[config.mk]
export PLATFORM = sky130hd
export DESIGN_NAME = pipe_hazard_ctrl_flat
export DESIGN_NICKNAME = d
export VERILOG_FILES = /design/src/rtl/pipe_hazard_ctrl_pkg.sv /design/src/rtl/pipe_hazard_ctrl_if.sv /design/src/rtl/pipe_hazard_ctrl_long_timer.sv /design/src/rtl/pipe_hazard_ctrl.sv /design/src/flat_wrapper.sv
export SDC_FILE = /design/constraint.sdc
export NUM_CORES = 1
export LEC_CHECK = 0
export ABC_AREA = 0
export CELL_PAD_IN_SITES_DETAIL_PLACEMENT = 0
export CELL_PAD_IN_SITES_GLOBAL_PLACEMENT = 2
export CORE_MARGIN = 5
export CORE_UTILIZATION = 35
export CTS_BUF_LIST = sky130_fd_sc_hd__clkbuf_4
export DETAILED_ROUTE_END_ITERATION = 6
export MAX_ROUTING_LAYER = met4
export PLACE_DENSITY_LB_ADDON = 0.1
export SLEW_MARGIN = 10
export SYNTH_ARGS = -nofsm -noshare
export SYNTH_HDL_FRONTEND = slang
export SYNTH_SLANG_ARGS = --single-unit
export TNS_END_PERCENT = 50
[constraint.sdc]
create_clock -name clk -period 2.85 [get_ports clk]
set_input_delay 0.57 -clock clk [delete_from_list [all_inputs] [get_ports clk]]
set_output_delay 0.57 -clock clk [all_outputs]
set_load 0.005 [all_outputs]
[src/rtl/pipe_hazard_ctrl_pkg.sv]
// pipe_hazard_pkg: shared types and helpers for the pipeline hazard,
// forwarding and freeze controller.
package pipe_hazard_pkg;

    // Register indices are held in the tracker at this width. The ID-side
    // width (RIDX_W) is zero-extended into it, so RIDX_W must not exceed it.
    localparam int STAGE_RIDX_W = 8;

    // Forwarding select value meaning "take the operand from the register file"
    localparam int FWD_RF = 0;

    typedef enum logic [1:0] {
        LONG_IDLE = 2'd0,
        LONG_BUSY = 2'd1,
        LONG_DONE = 2'd2
    } long_state_e;

    // One tracked downstream stage
    typedef struct packed {
        logic                    valid;
        logic                    reg_wr;
        logic                    is_load;
        logic                    is_long;
        logic [STAGE_RIDX_W-1:0] rd;
    } stage_entry_t;

    // Source operands of the instruction currently in EX (stage 0 only)
    typedef struct packed {
        logic [STAGE_RIDX_W-1:0] rs;
        logic [STAGE_RIDX_W-1:0] rs2;
        logic                    uses_rs;
        logic                    uses_rs2;
    } stage_src_t;

    // A stage supplies src when it holds a live write to that (non-zero) register
    function automatic logic stage_match(input stage_entry_t e,
                                         input logic [STAGE_RIDX_W-1:0] src);
        return e.valid & e.reg_wr & (e.rd != {STAGE_RIDX_W{1'b0}}) & (e.rd == src);
    endfunction

endpackage

[src/rtl/pipe_hazard_ctrl_if.sv]
// pipe_hazard_ctrl_if: ID-stage instruction fields in, pipeline enables and
// EX operand selects out.
interface pipe_hazard_ctrl_if #(
    parameter int NFWD   = 3,
    parameter int RIDX_W = 5
);
    localparam int FWD_W = $clog2(NFWD);

    logic              id_valid;
    logic [RIDX_W-1:0] id_rs;
    logic [RIDX_W-1:0] id_rs2;
    logic              id_uses_rs;
    logic              id_uses_rs2;
    logic [RIDX_W-1:0] id_rd;
    logic              id_reg_wr;
    logic              id_is_load;
    logic              id_is_long;
    logic              id_branch;
    logic              branch_taken;

    logic              if_id_en;
    logic              pipe_en;
    logic              id_bubble;
    logic              if_flush;
    logic [FWD_W-1:0]  ex_fwd_a;
    logic [FWD_W-1:0]  ex_fwd_b;
    logic              ex_long_start;
    logic              ex_long_done;

    // Datapath / decode side
    modport master (
        output id_valid, id_rs, id_rs2, id_uses_rs, id_uses_rs2, id_rd,
               id_reg_wr, id_is_load, id_is_long, id_branch, branch_taken,
        input  if_id_en, pipe_en, id_bubble, if_flush, ex_fwd_a, ex_fwd_b,
               ex_long_start, ex_long_done
    );

    // Hazard controller side
    modport slave (
        input  id_valid, id_rs, id_rs2, id_uses_rs, id_uses_rs2, id_rd,
               id_reg_wr, id_is_load, id_is_long, id_branch, branch_taken,
        output if_id_en, pipe_en, id_bubble, if_flush, ex_fwd_a, ex_fwd_b,
               ex_long_start, ex_long_done
    );
endinterface

[src/rtl/pipe_hazard_ctrl_long_timer.sv]
// pipe_long_timer: freezes the pipeline for LONG_CYC cycles while a
// multi-cycle EX operation runs, then releases it for one DONE cycle.
module pipe_long_timer
    import pipe_hazard_pkg::*;
#(
    parameter int LONG_CYC = 32
) (
    input  logic clk,
    input  logic reset,
    input  logic start_cond,
    output logic freeze,
    output logic long_start,
    output logic long_done
);

    localparam int CNT_W = $clog2(LONG_CYC);

    localparam logic [1:0] ST_IDLE = LONG_IDLE;
    localparam logic [1:0] ST_BUSY = LONG_BUSY;
    localparam logic [1:0] ST_DONE = LONG_DONE;

    logic [1:0]       state_r;
    logic [1:0]       state_nx_s;
    logic [CNT_W-1:0] cnt_r;
    logic [CNT_W-1:0] cnt_nx_s;
    logic             freeze_s;
    logic             start_s;
    logic             done_s;

    // Next state, counter update and freeze/pulse decode
    always_comb begin
        state_nx_s = state_r;
        cnt_nx_s   = cnt_r;
        freeze_s   = 1'b0;
        start_s    = 1'b0;
        done_s     = 1'b0;
        case (state_r)
            ST_IDLE: begin
                if (start_cond) begin
                    start_s    = 1'b1;
                    freeze_s   = 1'b1;
                    cnt_nx_s   = CNT_W'(LONG_CYC - 1);
                    state_nx_s = ST_BUSY;
                end else begin
                    state_nx_s = ST_IDLE;
                end
            end
            ST_BUSY: begin
                freeze_s = 1'b1;
                cnt_nx_s = cnt_r - CNT_W'(1);
                if (cnt_r == CNT_W'(1)) begin
                    state_nx_s = ST_DONE;
                end else begin
                    state_nx_s = ST_BUSY;
                end
            end
            ST_DONE: begin
                // The long op leaves EX this cycle; a following one starts from IDLE
                done_s     = 1'b1;
                state_nx_s = ST_IDLE;
            end
            default: begin
                state_nx_s = ST_IDLE;
                cnt_nx_s   = {CNT_W{1'b0}};
            end
        endcase
    end

    // State and counter registers
    always_ff @(posedge clk) begin
        if (reset) begin
            state_r <= ST_IDLE;
            cnt_r   <= {CNT_W{1'b0}};
        end else begin
            state_r <= state_nx_s;
            cnt_r   <= cnt_nx_s;
        end
    end

    assign freeze     = freeze_s;
    assign long_start = start_s;
    assign long_done  = done_s;

endmodule

[src/rtl/pipe_hazard_ctrl.sv]
// pipe_hazard_ctrl: tracks NFWD stages behind ID, selects EX forwarding
// sources, detects load-use and branch-operand hazards, and freezes the
// pipeline around long EX operations.
// Optional feature macro: PIPE_BRANCH_FLUSH_EN (squash the instruction
// fetched behind a taken branch; otherwise delay-slot semantics).
module pipe_hazard_ctrl
    import pipe_hazard_pkg::*;
#(
    parameter int NFWD     = 3,
    parameter int RIDX_W   = 5,
    parameter int LONG_CYC = 32
) (
    input  logic              clk,
    input  logic              reset,
    pipe_hazard_ctrl_if.slave bus
);

    localparam int FWD_W = $clog2(NFWD);

    stage_entry_t            stage_r [NFWD];
    stage_src_t              src_r;
    stage_entry_t            id_entry_s;
    stage_src_t              id_src_s;
    logic [STAGE_RIDX_W-1:0] id_rs_x_s;
    logic [STAGE_RIDX_W-1:0] id_rs2_x_s;
    logic [STAGE_RIDX_W-1:0] id_rd_x_s;

    logic             load_use_s;
    logic             branch_hz_s;
    logic             hazard_s;
    logic             freeze_s;
    logic             long_start_s;
    logic             long_done_s;
    logic             flush_req_s;
    logic [FWD_W-1:0] fwd_a_s;
    logic [FWD_W-1:0] fwd_b_s;
    logic             if_id_en_s;
    logic             pipe_en_s;
    logic             id_bubble_s;
    logic             if_flush_s;

    // Widen ID indices and build the entry stage 0 would load
    always_comb begin
        id_rs_x_s  = {STAGE_RIDX_W{1'b0}};
        id_rs2_x_s = {STAGE_RIDX_W{1'b0}};
        id_rd_x_s  = {STAGE_RIDX_W{1'b0}};
        id_rs_x_s[RIDX_W-1:0]  = bus.id_rs;
        id_rs2_x_s[RIDX_W-1:0] = bus.id_rs2;
        id_rd_x_s[RIDX_W-1:0]  = bus.id_rd;

        id_entry_s         = '0;
        id_entry_s.valid   = 1'b1;
        id_entry_s.reg_wr  = bus.id_reg_wr;
        id_entry_s.is_load = bus.id_is_load;
        id_entry_s.is_long = bus.id_is_long;
        id_entry_s.rd      = id_rd_x_s;

        id_src_s          = '0;
        id_src_s.rs       = id_rs_x_s;
        id_src_s.rs2      = id_rs2_x_s;
        id_src_s.uses_rs  = bus.id_uses_rs;
        id_src_s.uses_rs2 = bus.id_uses_rs2;
    end

    // Load-use and branch-operand hazards seen by the instruction in ID
    always_comb begin
        load_use_s  = stage_r[0].is_load &
                      ((bus.id_uses_rs  & stage_match(stage_r[0], id_rs_x_s)) |
                       (bus.id_uses_rs2 & stage_match(stage_r[0], id_rs2_x_s)));
        branch_hz_s = 1'b0;
        // The last tracked stage is already on the writeback/bypass path for ID
        for (int k = 0; k < NFWD - 1; k++) begin
            branch_hz_s = branch_hz_s | (bus.id_branch & stage_match(stage_r[k], id_rs_x_s));
        end
        hazard_s = bus.id_valid & (load_use_s | branch_hz_s);
    end

    // EX operand sources: the youngest producer (lowest stage number) wins
    always_comb begin
        fwd_a_s = FWD_W'(FWD_RF);
        fwd_b_s = FWD_W'(FWD_RF);
        for (int k = NFWD - 1; k >= 1; k--) begin
            fwd_a_s = (src_r.uses_rs  & stage_match(stage_r[k], src_r.rs))  ? FWD_W'(k) : fwd_a_s;
            fwd_b_s = (src_r.uses_rs2 & stage_match(stage_r[k], src_r.rs2)) ? FWD_W'(k) : fwd_b_s;
        end
    end

    pipe_long_timer #(
        .LONG_CYC (LONG_CYC)
    ) u_long_timer (
        .clk        (clk),
        .reset      (reset),
        .start_cond (stage_r[0].valid & stage_r[0].is_long),
        .freeze     (freeze_s),
        .long_start (long_start_s),
        .long_done  (long_done_s)
    );

`ifdef PIPE_BRANCH_FLUSH_EN
    assign flush_req_s = bus.branch_taken & bus.id_valid;
`else
    // Delay-slot semantics: the fetched instruction always executes
    logic unused_branch_s;
    assign unused_branch_s = bus.branch_taken;
    assign flush_req_s     = 1'b0;
`endif

    // Pipeline enables: freeze beats hazard beats normal flow
    always_comb begin
        if_id_en_s  = 1'b1;
        pipe_en_s   = 1'b1;
        id_bubble_s = 1'b0;
        if_flush_s  = 1'b0;
        if (freeze_s) begin
            if_id_en_s  = 1'b0;
            pipe_en_s   = 1'b0;
            id_bubble_s = 1'b0;
            if_flush_s  = 1'b0;
        end else if (hazard_s) begin
            if_id_en_s  = 1'b0;
            pipe_en_s   = 1'b1;
            id_bubble_s = 1'b1;
            if_flush_s  = 1'b0;
        end else begin
            if_id_en_s  = 1'b1;
            pipe_en_s   = 1'b1;
            id_bubble_s = 1'b0;
            if_flush_s  = flush_req_s;
        end
    end

    // Shift the stage tracker in step with the pipeline registers
    always_ff @(posedge clk) begin
        if (reset) begin
            for (int k = 0; k < NFWD; k++) begin
                stage_r[k] <= '0;
            end
            src_r <= '0;
        end else if (pipe_en_s) begin
            for (int k = 1; k < NFWD; k++) begin
                stage_r[k] <= stage_r[k-1];
            end
            if (id_bubble_s | ~bus.id_valid) begin
                stage_r[0] <= '0;
                src_r      <= '0;
            end else begin
                stage_r[0] <= id_entry_s;
                src_r      <= id_src_s;
            end
        end
    end

    assign bus.if_id_en      = if_id_en_s;
    assign bus.pipe_en       = pipe_en_s;
    assign bus.id_bubble     = id_bubble_s;
    assign bus.if_flush      = if_flush_s;
    assign bus.ex_fwd_a      = fwd_a_s;
    assign bus.ex_fwd_b      = fwd_b_s;
    assign bus.ex_long_start = long_start_s;
    assign bus.ex_long_done  = long_done_s;

endmodule

[src/flat_wrapper.sv]
// flat-port wrapper written by rule: the top's interface ports become plain ports
module pipe_hazard_ctrl_flat import pipe_hazard_pkg::*;
#(
    parameter int NFWD     = 3,
    parameter int RIDX_W   = 5,
    parameter int LONG_CYC = 32
)
  (clk, reset, bus_id_valid, bus_id_rs, bus_id_rs2, bus_id_uses_rs, bus_id_uses_rs2, bus_id_rd, bus_id_reg_wr, bus_id_is_load, bus_id_is_long, bus_id_branch, bus_branch_taken, bus_if_id_en, bus_pipe_en, bus_id_bubble, bus_if_flush, bus_ex_fwd_a, bus_ex_fwd_b, bus_ex_long_start, bus_ex_long_done);
  pipe_hazard_ctrl_if #(.NFWD(NFWD), .RIDX_W(RIDX_W)) bus_i ();
  input  logic clk;
  input  logic reset;
  input wire logic [$bits(bus_i.id_valid)-1:0] bus_id_valid;
  input wire logic [$bits(bus_i.id_rs)-1:0] bus_id_rs;
  input wire logic [$bits(bus_i.id_rs2)-1:0] bus_id_rs2;
  input wire logic [$bits(bus_i.id_uses_rs)-1:0] bus_id_uses_rs;
  input wire logic [$bits(bus_i.id_uses_rs2)-1:0] bus_id_uses_rs2;
  input wire logic [$bits(bus_i.id_rd)-1:0] bus_id_rd;
  input wire logic [$bits(bus_i.id_reg_wr)-1:0] bus_id_reg_wr;
  input wire logic [$bits(bus_i.id_is_load)-1:0] bus_id_is_load;
  input wire logic [$bits(bus_i.id_is_long)-1:0] bus_id_is_long;
  input wire logic [$bits(bus_i.id_branch)-1:0] bus_id_branch;
  input wire logic [$bits(bus_i.branch_taken)-1:0] bus_branch_taken;
  output wire logic [$bits(bus_i.if_id_en)-1:0] bus_if_id_en;
  output wire logic [$bits(bus_i.pipe_en)-1:0] bus_pipe_en;
  output wire logic [$bits(bus_i.id_bubble)-1:0] bus_id_bubble;
  output wire logic [$bits(bus_i.if_flush)-1:0] bus_if_flush;
  output wire logic [$bits(bus_i.ex_fwd_a)-1:0] bus_ex_fwd_a;
  output wire logic [$bits(bus_i.ex_fwd_b)-1:0] bus_ex_fwd_b;
  output wire logic [$bits(bus_i.ex_long_start)-1:0] bus_ex_long_start;
  output wire logic [$bits(bus_i.ex_long_done)-1:0] bus_ex_long_done;
  assign bus_i.id_valid = bus_id_valid;
  assign bus_i.id_rs = bus_id_rs;
  assign bus_i.id_rs2 = bus_id_rs2;
  assign bus_i.id_uses_rs = bus_id_uses_rs;
  assign bus_i.id_uses_rs2 = bus_id_uses_rs2;
  assign bus_i.id_rd = bus_id_rd;
  assign bus_i.id_reg_wr = bus_id_reg_wr;
  assign bus_i.id_is_load = bus_id_is_load;
  assign bus_i.id_is_long = bus_id_is_long;
  assign bus_i.id_branch = bus_id_branch;
  assign bus_i.branch_taken = bus_branch_taken;
  assign bus_if_id_en = bus_i.if_id_en;
  assign bus_pipe_en = bus_i.pipe_en;
  assign bus_id_bubble = bus_i.id_bubble;
  assign bus_if_flush = bus_i.if_flush;
  assign bus_ex_fwd_a = bus_i.ex_fwd_a;
  assign bus_ex_fwd_b = bus_i.ex_fwd_b;
  assign bus_ex_long_start = bus_i.ex_long_start;
  assign bus_ex_long_done = bus_i.ex_long_done;
  pipe_hazard_ctrl #(.NFWD(NFWD), .RIDX_W(RIDX_W), .LONG_CYC(LONG_CYC)) u_core (.clk(clk), .reset(reset), .bus(bus_i));
endmodule
==> results.rst <==
.. list-table::
   :header-rows: 1

   * - Metric
     - Value
   * - Total number of H-tree levels
     - 2
   * - Class of the worst hold path
     - reg2reg
   * - Number of global-route vias before repair
     - 1,757
   * - Via density per instance
     - 4.76
   * - Clk buf depth
     - 2
   * - Overall Global Routing Usage
     - 13.8%
   * - Global route total overflow
     - 0
   * - Total count of hold-check failures in the final report
     - 0
   * - Final period utilization
     - 104%
   * - Fraction of final layout cells with drive strength greater than 1
     - 22.3%
   * - Post-Layout Cell Count
     - 368
   * - Fin. max-slew vios
     - 0
   * - Violations in the final reports
     - negative setup slack
   * - Worst-case vdd ir drop
     - 0.000209 V
   * - Via Count
     - 1,753
   * - Post-DP HPWL
     - 4240 um
   * - Final worst setup slack
     - -0.102 ns
   * - Last weighted congestion value of the routability-driven placer
     - 0.793
   * - Clock root buffer
     - sky130_fd_sc_hd__clkbuf_4
   * - Register-to-register setup slack
     - 0.61 ns
   * - Slew at the pin with the worst max-slew slack
     - 0.861 ns
   * - Detail-routed net length per standard cell
     - 14.8 um
   * - Worst slew margin relative to its limit
     - 42.4%
   * - Placed Instances
     - 354
   * - Ports
     - 35
   * - Latest clock arrival within the worst-skew pair
     - 0.35 ns
   * - Worst Clk Skew
     - 0.00810 ns
   * - Detailed router's first-iteration violation count
     - 51
   * - Delay of the slowest cell on the worst path
     - 0.55 ns
   * - Final net count
     - 317
   * - Number of instances in the synthesized netlist
     - 227
   * - Clock buffers created by TritonCTS
     - 5
   * - Run status
     - finished with violations
   * - Worst EP arrival
     - 2.38 ns
   * - Clk sink count
     - 42
   * - Initial antenna violation count
     - 0
   * - Layout Area Growth over Synthesis
     - 30.3%
   * - Global-route wire length before repair
     - 8920 um
   * - Chip Height
     - 91.3 um
   * - Final worst path period need
     - 2.95 ns
   * - Highest attainable clock frequency
     - 0.339 GHz
   * - Summed negative setup slack over all endpoints
     - -0.189 ns
   * - Standard cell core area
     - 0.00639 mm^2
   * - Count of final setup violators
     - 2
   * - Global Route met3 Usage
     - 3.06%
   * - Clock input transition at the sequential cells of the worst setup and hold paths
     - 0.12 ns
   * - RSZ-0062 raised after global routing
     - yes
   * - Leakage Power
     - 0.00130 uW
   * - Buffers & Inverters on Critical Path
     - 1
   * - WL final
     - 5430 um
   * - CP startpoint kind
     - flop
   * - Average cell area after synthesis
     - 10.2 um^2
   * - Global-route layer with the greatest usage
     - met2
   * - Met2 track utilization from global routing
     - 22.5%
   * - TritonCTS clock tree
     - built
   * - Count of buffers inserted at the top-level ports
     - 32
   * - GR Util met1
     - 17.5%
   * - Worst Path Required
     - 2.28 ns
   * - Count of warnings emitted by yosys
     - 0
   * - Mapped Nets
     - 254
   * - Cell family with most CP delay
     - simple AND/OR/NAND/NOR gates
   * - Number of different library cells in the post-synthesis netlist
     - 37
   * - Number of diodes added for antenna fixing
     - 0
   * - Share of the synthesized area in the top cell type
     - 29.8%
   * - Cell type of the slowest stage on the worst timing path
     - sky130_fd_sc_hd__or4_4
   * - Sort of element at the end of the critical path
     - output pin
   * - Maximum fanout encountered on the critical timing path
     - 2
   * - DRC violation count after routing
     - 0
   * - Chain of cells forming the critical path
     - or4_4 -> o2111a_2 -> and4_4 -> or3b_4 -> and4_1 -> buf_2
   * - Die Width
     - 91.3 um
   * - Floorplan die area
     - 0.00834 mm^2
   * - Number of fill cells in the layout
     - 615
   * - Initial Util
     - 36.2%
   * - Standard-cell row count
     - 29
   * - Total standard cell area after synthesis
     - 0.00231 mm^2
   * - CP Class
     - reg2out
   * - Max-capacitance violation count
     - 0
   * - Top cell type by total area after synthesis
     - sky130_fd_sc_hd__edfxtp_1
   * - Flip-flop and latch count after synthesis
     - 42
   * - Pwr dens
     - 445 mW/mm^2
   * - Pin count of the biggest net entering global routing
     - 25
   * - Top area cells in the synthesized netlist
     - sky130_fd_sc_hd__edfxtp_1, sky130_fd_sc_hd__dfxtp_1, sky130_fd_sc_hd__xor2_1
   * - Sequential share of the synthesized area
     - 46.3%
   * - Pre-Repair DR Iteration Count
     - 4
   * - Antenna violation net count after detailed routing
     - 0
==> kinds of logic after synthesis <==
logic type | after synthesis | synth area share, %
buffers and inverters | 26 | 5.08
muxes | 1 | 0.486
xor gates and xnor gates | 35 | 13.2
other | 1 | 0.162
and+or+nand+nor | 89 | 21.4
adders and majority gates | 2 | 1.08
AOI/OAI and AO/OA | 31 | 12.3
DFF | 42 | 46.3
==> worst reg2reg max path: stages, from the launching register on <==
cell and delay, ns:
sky130_fd_sc_hd__edfxtp_1 0.40, sky130_fd_sc_hd__or4_4 0.55, sky130_fd_sc_hd__o2111a_2 0.29, sky130_fd_sc_hd__and4_4 0.15, sky130_fd_sc_hd__buf_4 0.13, sky130_fd_sc_hd__o2bb2a_4 0.28
sky130_fd_sc_hd__buf_12 0.17, sky130_fd_sc_hd__o31ai_2 0.21
==> power by group <==
group / internal [uW] / switching [uW] / leakage [uW]
combinational: 140 / 107 / 0.000821
sequential: 678 / 34.8 / 0.000430
clock: 182 / 198 / 0.0000450
total: 1000 / 340 / 0.00130
==> routing by layer <==
| metal | part of all wire, % | up-vias |
|---|---|---|
| li1 | - | 919 |
| met1 | 49 | 801 |
| met2 | 47 | 29 |
| met3 | 3.3 | 4 |
| met4 | 0.55 | 0 |
| met5 | 0 | - |
==> cell usage after synthesis <==
library cell	number
sky130_fd_sc_hd__edfxtp_1	23
sky130_fd_sc_hd__dfxtp_1	19
sky130_fd_sc_hd__xor2_1	19
sky130_fd_sc_hd__inv_1	16
sky130_fd_sc_hd__nor2_1	16
sky130_fd_sc_hd__xnor2_1	16
sky130_fd_sc_hd__nand2_1	15
sky130_fd_sc_hd__and2_1	14
sky130_fd_sc_hd__o31ai_2	10
sky130_fd_sc_hd__a21oi_1	9
sky130_fd_sc_hd__nor3b_1	9
sky130_fd_sc_hd__nand3_1	8
sky130_fd_sc_hd__clkbuf_1	6
sky130_fd_sc_hd__nor3_1	6
sky130_fd_sc_hd__nand4_1	4
sky130_fd_sc_hd__nor4_1	4
sky130_fd_sc_hd__nand3b_1	3
sky130_fd_sc_hd__nor2b_1	3
sky130_fd_sc_hd__o211ai_1	3
sky130_fd_sc_hd__o21ai_0	3
sky130_fd_sc_hd__or4_1	3
sky130_fd_sc_hd__buf_6	2
sky130_fd_sc_hd__ha_1	2
sky130_fd_sc_hd__a31oi_1	1
sky130_fd_sc_hd__and4_1	1
sky130_fd_sc_hd__and4_4	1
sky130_fd_sc_hd__buf_2	1
sky130_fd_sc_hd__buf_4	1
sky130_fd_sc_hd__conb_1	1
sky130_fd_sc_hd__mux2_2	1
sky130_fd_sc_hd__o2111a_1	1
sky130_fd_sc_hd__o211a_1	1
sky130_fd_sc_hd__o2bb2a_4	1
sky130_fd_sc_hd__o31ai_1	1
sky130_fd_sc_hd__o31ai_4	1
sky130_fd_sc_hd__or3b_1	1
sky130_fd_sc_hd__or4_4	1
==> final timing paths <==
check,from,end,depth (start not counted)
max reg2reg,u_core.stage_r[0][3]$_SDFFCE_PN0P_,u_core.src_r[4]$_SDFFE_PP0N_,7
min,u_core.src_r[1]$_SDFFE_PP0N_,u_core.src_r[1]$_SDFFE_PP0N_,2
max,u_core.stage_r[0][3]$_SDFFCE_PN0P_,bus_id_bubble,6
min reg2reg,u_core.src_r[1]$_SDFFE_PP0N_,u_core.src_r[1]$_SDFFE_PP0N_,2
==> flip-flops by register name (all words and copies together), names as in the netlist <==
name,count
u_core.u_long_timer.state_r,2
u_core.stage_r,23
u_core.src_r,12
u_core.u_long_timer.cnt_r,5
==> area by class of cell <==
| class | instances | area, um^2 | share of cell area, % |
|---|---|---|---|
| multi-input cells | 159 | 1140 | 37.7 |
| repair buffers | 66 | 573 | 19.0 |
| inverters | 16 | 60.1 | 1.99 |
| flip-flops and latches | 42 | 1070 | 35.5 |
| clock inverters | 3 | 40.0 | 1.33 |
| well taps | 77 | 96.3 | 3.20 |
| clock buffers | 5 | 37.5 | 1.24 |
==> layout by cell type (no fill, tap or decap), drive strengths merged, types with 2 or more instances in the layout <==
cell	count
o21ai	3
nor2b	3
nand3b	3
xnor2	16
and2	14
nor4	4
nor3	6
nor2	16
nor3b	9
buf	36
clkdlybuf4s50	26
nand3	8
a21oi	9
o31ai	12
o211ai	3
clkbuf	7
ha	2
and4	2
nand4	4
dlymetal6s2s	2
dfxtp	19
edfxtp	23
xor2	19
or4	4
nand2	15
clkinv	2
inv	16
==> stage by stage <==
step                area (um^2)  setup WS, ns  total power [uW]  hold WS [ns]  util [%]
global route               3020        -0.200              1410         0.542      47.2
detailed placement         2900        -0.433               969         0.490      45.4
CTS                        3000        -0.151              1350         0.517      47.0
finish                     3020        -0.102              1340         0.514      47.2
global placement           2900        -0.426               969         0.475      45.4
floorplan                  2310         0.325               853         0.456         -
==> repair_timing <==
item,CTS,global route
setup endpoints to repair,4,6
pin swaps,5,2
resized for setup,11,9
buffers inserted,5,1
hold buffers,0,0
Power figures use the tool's default switching activity.
